`config.mk`:
```
export PLATFORM = sky130hd
export DESIGN_NAME = uart_rx_word
export DESIGN_NICKNAME = d
export VERILOG_FILES = /design/src/rtl/uart_rx_word.sv
export SDC_FILE = /design/constraint.sdc
export NUM_CORES = 1
export LEC_CHECK = 0
export ABC_CLOCK_PERIOD_IN_PS = 3200
export BUFFER_PORTS_ARGS = -buffer_cell sky130_fd_sc_hd__buf_2
export CORE_MARGIN = 8
export CORE_UTILIZATION = 55
export DETAILED_ROUTE_END_ITERATION = 10
export PLACE_DENSITY = 0.74
export SLEW_MARGIN = 20
export SYNTH_ARGS = -nofsm -noshare
export SYNTH_HDL_FRONTEND = slang
export SYNTH_SLANG_ARGS = --single-unit
```
`constraint.sdc`:
```
create_clock -name clk_i -period 3.2 [get_ports clk_i]
set_input_delay 0.32 -clock clk_i [delete_from_list [all_inputs] [get_ports clk_i]]
set_output_delay 0.32 -clock clk_i [all_outputs]
set_load 0.03 [all_outputs]
```
`src/rtl/uart_rx_word.sv`:
```
// uart_rx_word: 16x-oversampled serial receiver that rebuilds 12-bit words from byte pairs.
// The MSB byte carries {4'b0000, d[11:8]} and the LSB byte carries d[7:0]. Framing, header and
// inter-byte timeout errors are each reported as a one-cycle registered pulse.
module uart_rx_word #(
  parameter int unsigned Nbits  = 8,
  parameter int unsigned Sticks = 16,
  parameter int unsigned TWidth = 12,
  parameter int unsigned TMax   = 2047
) (
  input  logic        clk_i,
  input  logic        rst_i,
  input  logic        tick_i,
  input  logic        rx_i,
  output logic [11:0] dout_o,
  output logic        rdy_o,
  output logic        ferr_o,
  output logic        herr_o,
  output logic        toerr_o
);

  localparam int unsigned SW = $clog2(Sticks);
  localparam int unsigned NW = $clog2(Nbits);

  typedef enum logic [1:0] {StIdle, StStart, StData, StStop} state_e;

  state_e              state_q, state_d;
  logic                rx_meta_q, rxs_q;
  logic [SW-1:0]       s_q, s_d;
  logic [NW-1:0]       n_q, n_d;
  logic [Nbits-1:0]    shreg_q, shreg_d;
  logic                pair_q, pair_d;  // 0: expecting MSB byte, 1: expecting LSB byte
  logic [3:0]          nib_q, nib_d;
  logic [TWidth-1:0]   to_q, to_d;
  logic [11:0]         dout_q, dout_d;
  logic                rdy_q, rdy_d, ferr_q, ferr_d, herr_q, herr_d, toerr_q, toerr_d;

  // Next-state logic for the bit FSM, byte pairing and the inter-byte timeout.
  always_comb begin
    state_d = state_q;
    s_d     = s_q;
    n_d     = n_q;
    shreg_d = shreg_q;
    pair_d  = pair_q;
    nib_d   = nib_q;
    to_d    = to_q;
    dout_d  = dout_q;
    rdy_d   = 1'b0;
    ferr_d  = 1'b0;
    herr_d  = 1'b0;
    toerr_d = 1'b0;
    unique case (state_q)
      StIdle: begin
        if (!rxs_q) begin
          // Start edge: the timeout counter freezes here.
          state_d = StStart;
          s_d     = '0;
        end else if (tick_i && pair_q) begin
          to_d = to_q + 1'b1;
          if (to_d == TWidth'(TMax)) begin
            toerr_d = 1'b1;
            pair_d  = 1'b0;
          end
        end
      end
      StStart: begin
        if (tick_i) begin
          if (rxs_q) begin
            state_d = StIdle;
          end else if (s_q == SW'(Sticks / 2 - 1)) begin
            state_d = StData;
            s_d     = '0;
            n_d     = '0;
          end else begin
            s_d = s_q + 1'b1;
          end
        end
      end
      StData: begin
        if (tick_i) begin
          if (s_q == SW'(Sticks - 1)) begin
            shreg_d = {rxs_q, shreg_q[Nbits-1:1]};
            s_d     = '0;
            if (n_q == NW'(Nbits - 1)) state_d = StStop;
            else                       n_d     = n_q + 1'b1;
          end else begin
            s_d = s_q + 1'b1;
          end
        end
      end
      StStop: begin
        if (tick_i) begin
          if (s_q == SW'(Sticks - 1)) begin
            state_d = StIdle;
            if (!rxs_q) begin
              ferr_d = 1'b1;
              pair_d = 1'b0;
            end else if (!pair_q) begin
              if (|shreg_q[Nbits-1:4]) begin
                herr_d = 1'b1;
              end else begin
                nib_d  = shreg_q[3:0];
                pair_d = 1'b1;
                to_d   = '0;
              end
            end else begin
              dout_d = {nib_q, shreg_q[7:0]};
              rdy_d  = 1'b1;
              pair_d = 1'b0;
            end
          end else begin
            s_d = s_q + 1'b1;
          end
        end
      end
      default: state_d = StIdle;
    endcase
  end

  // State registers with synchronous active-low reset; rx passes a 2-flop synchronizer.
  always_ff @(posedge clk_i) begin
    if (!rst_i) begin
      rx_meta_q <= 1'b1;
      rxs_q     <= 1'b1;
      state_q   <= StIdle;
      s_q       <= '0;
      n_q       <= '0;
      shreg_q   <= '0;
      pair_q    <= 1'b0;
      nib_q     <= '0;
      to_q      <= '0;
      dout_q    <= '0;
      rdy_q     <= 1'b0;
      ferr_q    <= 1'b0;
      herr_q    <= 1'b0;
      toerr_q   <= 1'b0;
    end else begin
      rx_meta_q <= rx_i;
      rxs_q     <= rx_meta_q;
      state_q   <= state_d;
      s_q       <= s_d;
      n_q       <= n_d;
      shreg_q   <= shreg_d;
      pair_q    <= pair_d;
      nib_q     <= nib_d;
      to_q      <= to_d;
      dout_q    <= dout_d;
      rdy_q     <= rdy_d;
      ferr_q    <= ferr_d;
      herr_q    <= herr_d;
      toerr_q   <= toerr_d;
    end
  end

  assign dout_o  = dout_q;
  assign rdy_o   = rdy_q;
  assign ferr_o  = ferr_q;
  assign herr_o  = herr_q;
  assign toerr_o = toerr_q;

endmodule
```
## After elaboration in Yosys (flattened, before gate mapping)

Cells that the tools add are included.
W data, S select, Z words.

- Flip-flop bits (word level): 52
- Bits of input ports: 4
- Output and inout port bits: 16
- Word-level logic and storage cells: 113

- $add $sub $neg: 3
- Equal/unequal tests: 25
- Multiplexer cells: 47
- Bitwise operators: 7
- Reductions and logical operators: 17

Operator list:

| cell | number |
|---|---|
| $mux W12 | 7 |
| $ne A2 B2 Y1 const B | 17 |
| $mux W4 | 8 |
| $pmux W12 S2 | 1 |
| $mux W2 | 9 |
| $mux W3 | 6 |
| $reduce_and A6 Y1 | 3 |
| $pmux W4 S4 | 1 |
| $reduce_and A8 Y1 | 2 |
| $add A12 B1 Y12 const B | 1 |
| $eq A12 B11 Y1 const B | 1 |
| $mux W1 | 12 |
| $reduce_and A5 Y1 | 2 |
| $pmux W2 S4 | 1 |
| $reduce_and A4 Y1 | 2 |
| $not A1 Y1 | 7 |
| $reduce_and A7 Y1 | 1 |
| $pmux W3 S2 | 1 |
| $reduce_or A6 Y1 | 1 |
| $add A4 B1 Y4 const B | 1 |
| $eq A2 B2 Y1 const B | 2 |
| $eq A4 B3 Y1 const B | 1 |
| $eq A4 B4 Y1 const B | 1 |
| $reduce_bool A2 Y1 | 2 |
| 9 further kinds | 9 |

## Longest topological paths before layout

Gate-level depths: netlist of run 1.

- Word-level depth: 7
- Mapped depth: 7
- Gate-level depth less buffers: 7

## Worst setup path before layout of run 1

Ideal clock, no wire load.

- Path type: reg2reg
- From: register to_q[0]
- To: register pair_q
- Library setup time: 116 ps
- Data arrival time: 1825 ps
- Data required time: 3084 ps
- Path slack: 1259 ps
- Stages on the path, launching flop included: 7
- Buffers on the path: 0
- Clock period less this slack: 1941 ps
- Cells stage by stage: dfxtp_1 ha_1 nand3_2 or3_4 a2111oi_4 nand3_1 a41o_1

- Cells in the longest elaborated chain, start to end: 4

Ends and longest elaborated chain:

| element | RTL line | RTL |
|---|---|---|
| start, declared | 33 | `logic [TWidth-1:0] to_q, to_d;` |
| start signal, assigned | 145 | `to_q <= to_d;` |
| $add A12 B1 Y12 | 58 | `to_d = to_q + 1'b1;` |
| $eq A12 B11 Y1 | 59 | `if (to_d == TWidth'(TMax)) begin` |
| $ne A2 B2 Y1 (no source line) | n/a |  |
| $reduce_and A6 Y1 (no source line) | n/a |  |
| end signal, assigned | 143 | `pair_q <= pair_d;` |
| end, declared | 31 | `logic pair_q, pair_d;` |

No other way between the ends.
A chain may end at the register's enable or synchronous reset.

==> out/qor.txt, run 1 <==
cts hold-fix bufs - 0
die area - 0.00700 sq mm
worst hold path class - primary input to flip-flop
vias in the first global route - 1770
post-route ant nets - 0
global route overflow - 0
Post-Syn Area - 0.00252 sq mm
core box area - 0.00438 sq mm
P per Cell Area - 388 mW/mm^2
Switching Share - 21.1%
Net Count, Synth - 276
Seq/Total Area, Yosys - 41.3%
most common cell in the synthesized netlist - dfxtp_1
R2R cell count - 5
Final Max Slew Viols - 0
Worst-path clk slew - 0.09 ns
Iter 0 DRT Violations - 96
area leader, netlist - dfxtp_1
area of placed instances - 0.00263 sq mm
Comb pwr share - 2.3%
Vias - 1862
crit path DAT - 2.35 ns
CTS tree - built
synth-to-layout area growth - 7.89%
Primary FF master, synth - dfxtp_1
antenna diode count - 0
die height - 83.7 um
top cell type's share of synthesized area - 41.3%
sw power - 222 uW
initial antenna violation count - 0
CTS sink cnt - 52
xor/xnor share of the synthesized area - 1.39%
H-tree depth - 2
Max VDD drop - 0.317 mV
Yosys warnings - 0
worst flop-to-flop path endpoint - to_q[6]
drt pass-1 iters - 4
finished layout cell area - 0.00272 sq mm
Post-Synth Adder-Cell Area - 2.48%
RSZ-0062 raised after global routing - no
sequential share of power - 61.9%
Worst EP required - 3.40 ns
Netlist cell types - 47
largest net degree at the start of global routing - 52
nets@finish - 289
Syn Inst Count - 267
GP Congestion - 0.823
IO Pins - 20
setup TNS - 0 ns
final worst path period share - 67.4%
simple-gate area share of the yosys netlist - 26.8%
vias per inst - 5.61
Startpoint Class - flip-flop
Worst Path Max Fanout - 14
drt total wl - 4660 um
Syn Area/Cell - 9.44 sq um
CP Capture Type - flip-flop
Worst R2R Setup Slack - 1.04 ns
total track usage - 13.2%
num rows - 24
Clock Power Share - 35.8%
die width - 83.7 um
share of cells above drive strength 1 - 18.2%
worst skew pair latency - 0.30 ns
Rel. slew slack - 50.9%
Starting Density - 57.5%
Final setup viols - 0
FFs w/ async S/R, synth - 0%
worst-margin pin slew - 0.736 ns
Hold Crit Depth - 2
first-pass GRT wire length - 8050 um
drt drc - 0
Internal - 832 uW
max-cap violations - 0
final hold vios - 0
Post-synth EDFFs - 0
largest family of logic cells by synthesized area - simple AND/OR/NAND/NOR gates
status - completed
worst hold start - rx_i
# port buffers - 19
post-CTS setup buffers - 0
mux cell area share after synthesis - 11.5%
Post-DP HPWL - 3260 um
Yosys reg bits - 52
Max Freq - 464 MHz
CTS Buf Count - 5
kind of critical path - flip-flop to flip-flop
post-DR wirelength/cell - 14.0 um
compound-gate portion of the synthesized area - 12.6%
ranking of synthesized cells by area - dfxtp_1 41%, mux2i_1 12%, nor2b_1 7.2%
post-cts resize count - 0
top cells by count, synth - 52 x dfxtp_1, 29 x mux2i_1, 29 x nor2b_1
Clock Skew - 0.00673 ns
fin crit period - 2.16 ns
CTS root buf - clkbuf_8
Leakage - 0.000945 uW
Bufs on Longest Clock Path - 2
endpoint of the worst hold path - rx_meta_q
[sequential cells by signal (all words and copies together), names as in the netlist, named ones only]
name       cells
rdy_o          1
pair_q         1
n_q            3
rxs_q          1
dout_o        12
shreg_q        8
to_q          12
toerr_o        1
herr_o         1
s_q            4
ferr_o         1
state_q        1
nib_q          4
rx_meta_q      1
[metrics by stage]
step	hold WS, ns	cells	worst slack [ns]	util [%]	total power, uW
final	0.203	332	1.04	62.0	1050
after global routing	0.186	332	0.888	62.0	1090
after CTS	0.191	332	1.04	62.0	1070
after detailed placement	0.393	325	1.05	59.9	692
after global placement	0.393	325	1.12	59.9	692
after floorplan	0.386	267	1.26	-	686
[layout make-up]
type / count / area (sq um)
repair buffers: 21 / 110
clock inverters: 1 / 8.76
clock buffers: 6 / 82.6
fillers: 364 / 1670
multi-input cells: 193 / 1390
flip-flops and latches: 52 / 1040
inverters: 7 / 26.3
well taps: 52 / 65.1
[power by group through the flow]
stage / clock, uW / combinational, uW / sequential [uW]
after floorplan: 0 / 21.7 / 664
after global placement: 0 / 24.7 / 667
after detailed placement: 0 / 24.6 / 667
after CTS: 394 / 24.6 / 652
after global routing: 412 / 26.6 / 653
final: 377 / 24.4 / 652
[per-layer routing]
metal	up-vias	track usage [%]	wire, um
li1	968	-	-
met1	869	16.2	2360
met2	23	21.8	2140
met3	2	3.13	143
met4	0	4.71	21
met5	-	0	0
[critical path: stages, from the launching register on]
cell	delay (ns)
dfxtp_1	0.58
nand3_1	0.25
nor4b_4	0.57
nand2b_1	0.38
mux2i_1	0.22
nor2b_1	0.06
[cell families after synthesis]
family / Yosys count
adders and majority gates: 5
DFF: 52
xor gates and xnor gates: 4
AOI/OAI and AO/OA: 44
and+or+nand+nor: 111
buffers and inverters: 22
muxes: 29
[cell usage in the layout, fill, tap and decap left out, drive strengths merged, types with 5 or more instances in the layout]
cell and instances:
a21oi 9, a31oi 5, buf 21, clkbuf 6, dfxtp 52, ha 5, inv 7, mux2i 29
nand2 19, nand2b 5, nand3 10, nand4 5, nor2 12, nor2b 30, nor3 9, o21ai 14
o221a 6
[worst max path at each step]
stage	startpoint	endpoint	slack, ns	depth (start not counted)
after floorplan	to_q[0]	pair_q	1.26	6
after global routing	flip-flop	to_q[6]	0.89	5
after detailed placement	flip-flop	to_q[6]	1.05	5
after CTS	to_q[0]	toerr_o	1.04	6
after global placement	s_q[0]	to_q[6]	1.12	6
final	flip-flop	to_q[6]	1.04	5
Note: power is estimated with default switching activity, not from simulation.
==> run 2: changes to the inputs <==
ABC_CLOCK_PERIOD_IN_PS = 1750   (was 3200)
CORE_UTILIZATION = 53   (was 55)
PLACE_DENSITY = 0.75   (was 0.74)
clock period = 1.75 ns   (was 3.2 ns; I/O delays follow)
==> out/qor.txt, run 2 (synthesized netlist as in run 1, its figures left out) <==
status - completed
crit path DAT - 1.93 ns (-0.42 ns)
num rows - 25 (+4.2%)
Max VDD drop - 0.560 mV (+77%)
cts hold-fix bufs - 0 (unchanged)
initial antenna violation count - 0 (unchanged)
drt total wl - 5260 um (+13%)
Worst EP required - 1.96 ns (-1.44 ns)
final hold vios - 0 (unchanged)
synth-to-layout area growth - 20.8%
worst skew pair latency - 0.31 ns (about the same)
# port buffers - 19 (unchanged)
nets@finish - 317 (+9.7%)
met2 routed WL - 2520 um (+18%)
CTS root buf - clkbuf_8
post-route ant nets - 0 (unchanged)
Rel. slew slack - 71.2% (+20 points)
fin crit period - 1.72 ns (-0.437 ns)
Vias - 2041 (+9.6%)
Leakage - 0.00110 uW (+16%)
Max Freq - 582 MHz (+25%)
dpl ws - -0.0201 ns (-1.07 ns)
global route overflow - 0 (unchanged)
vias per inst - 5.62 (+0.25%)
endpoint of the worst hold path - rx_meta_q
largest net degree at the start of global routing - 31 (-40%)
core box area - 0.00466 sq mm (+6.3%)
max-cap violations - 0 (unchanged)
die height - 85.0 um (+1.5%)
worst hold start - rx_i
post-DR wirelength/cell - 14.5 um (+3.2%)
drt pass-1 iters - 4 (unchanged)
RR Startpoint - to_q[0]
top routing layer in use - met4
Setup WS post-layout - 0.0306 ns (-1.01 ns)
Clock Skew - 0.00850 ns (+0.00177 ns)
P per Cell Area - 655 mW/mm^2 (+69%)
most frequent cells in the layout - 43 x dfxtp_1, 29 x mux2i_1, 29 x nor2b_1
met3 wire length - 256 um (+79%)
worst flop-to-flop path endpoint - pair_q
Worst R2R Setup Slack - 0.03 ns (-1.01 ns)
worst-margin pin slew - 0.432 ns (-0.304 ns)
antenna diode count - 0 (unchanged)
kind of critical path - flip-flop to flip-flop
Bufs on Longest Clock Path - 2 (unchanged)
Worst Path Max Fanout - 6 (-8)
Iter 0 DRT Violations - 100 (+4.2%)
CTS tree - built
final worst path period share - 98.3% (+31 points)
Worst-path clk slew - 0.11 ns (+0.02 ns)
CTS Buf Count - 5 (unchanged)
share of cells above drive strength 1 - 31.1% (+13 points)
H-tree depth - 2 (unchanged)
worst hold path class - primary input to flip-flop
IO Pins - 20 (unchanged)
Final setup viols - 0 (unchanged)
Post-DP HPWL - 3690 um (+13%)
vias in the first global route - 2012 (+14%)
first-pass GRT wire length - 9090 um (+13%)
routed length on met1 - 2420 um (+2.3%)
total track usage - 15.2% (+2.0 points)
commonest non-fill, non-tap cell in the layout - dfxtp_1
Final Core Density - 65.3% (+3.3 points)
CTS sink cnt - 52 (unchanged)
CP Capture Type - flip-flop
Final Max Slew Viols - 0 (unchanged)
GP Congestion - 0.815 (-0.95%)
Startpoint Class - flip-flop
Hold Crit Depth - 2 (unchanged)
Starting Density - 54.1% (-3.4 points)
drt drc - 0 (unchanged)
die width - 85.0 um (+1.5%)
RSZ-0062 raised after global routing - yes
R2R cell count - 6 (+1)
die area - 0.00722 sq mm (+3.0%)
==> run 2: cell types whose count changed in the layout (fill, tap and decap cells not counted), sizes merged <==
cell    change
buf        +28
clkbuf      -1
clkinv      -1
inv         +3
==> run 2: layer usage <==
layer	track usage, %	up-vias
met5	0	-
met2	25.3	45
li1	-	1023
met4	5.34	0
met1	18.5	967
met3	3.67	6
==> run 2: worst max-delay path, cell delays in order, from the launching register on <==
cell and delay (ns):
dfxtp_4 0.40, ha_4 0.15, nand3_4 0.09, or3_4 0.35, a2111oi_4 0.30, nand3_2 0.12
a41o_1 0.20
==> run 2: per-stage QoR <==
stage,instances,cell area (sq um),TNS (ns),hold slack (ns),total power (uW)
6_report,363,3040,0,0.0584,1990
4_1_cts,363,3010,0,0.0562,2010
3_5_place_dp,354,2880,-0.0386,0.392,1270
3_3_place_gp,354,2880,0,0.384,1270
2_1_floorplan,267,2550,0,0.276,1250
5_1_grt,363,3040,-0.121,0.0575,2050
==> run 2: repair_timing <==
action                                  CTS  global route
pin swaps                                 4             3
cloned                                    0             0
endpoints found under the hold margin     0             0
setup buffers                             1             0
gates resized for setup                   6            10
endpoints found under the setup margin    4            30
==> run 2: worst max path at each step <==
stage | from | end | slack, ns | cells past startpoint
finish | to_q[0] | pair_q | 0.03 | 6
global route | to_q[1] | pair_q | -0.07 | 6
CTS | s_q[1] | to_q[1] | 0.01 | 7
detailed placement | s_q[1] | to_q[1] | -0.02 | 7
global placement | s_q[1] | pair_q | 0.02 | 6
floorplan | s_q[0] | n_q[0] | 0.0009 | 7
==> run 2: cell type report <==
type | count | area [sq um]
fillers | 377 | 1620
multi-input cells | 193 | 1460
repair buffers | 49 | 337
inverters | 7 | 26.3
clock inverters | 3 | 28.8
well taps | 54 | 67.6
flip-flops and latches | 52 | 1060
clock buffers | 5 | 68.8
==> run 2: power breakdown <==
| group | switching [uW] | leakage, uW | internal (uW) |
|---|---|---|---|
| Combinational | 31.0 | 0.000624 | 26.0 |
| Sequential | 5.54 | 0.000424 | 1180 |
| Clock | 445 | 0.0000511 | 303 |
| Total | 481 | 0.00110 | 1510 |
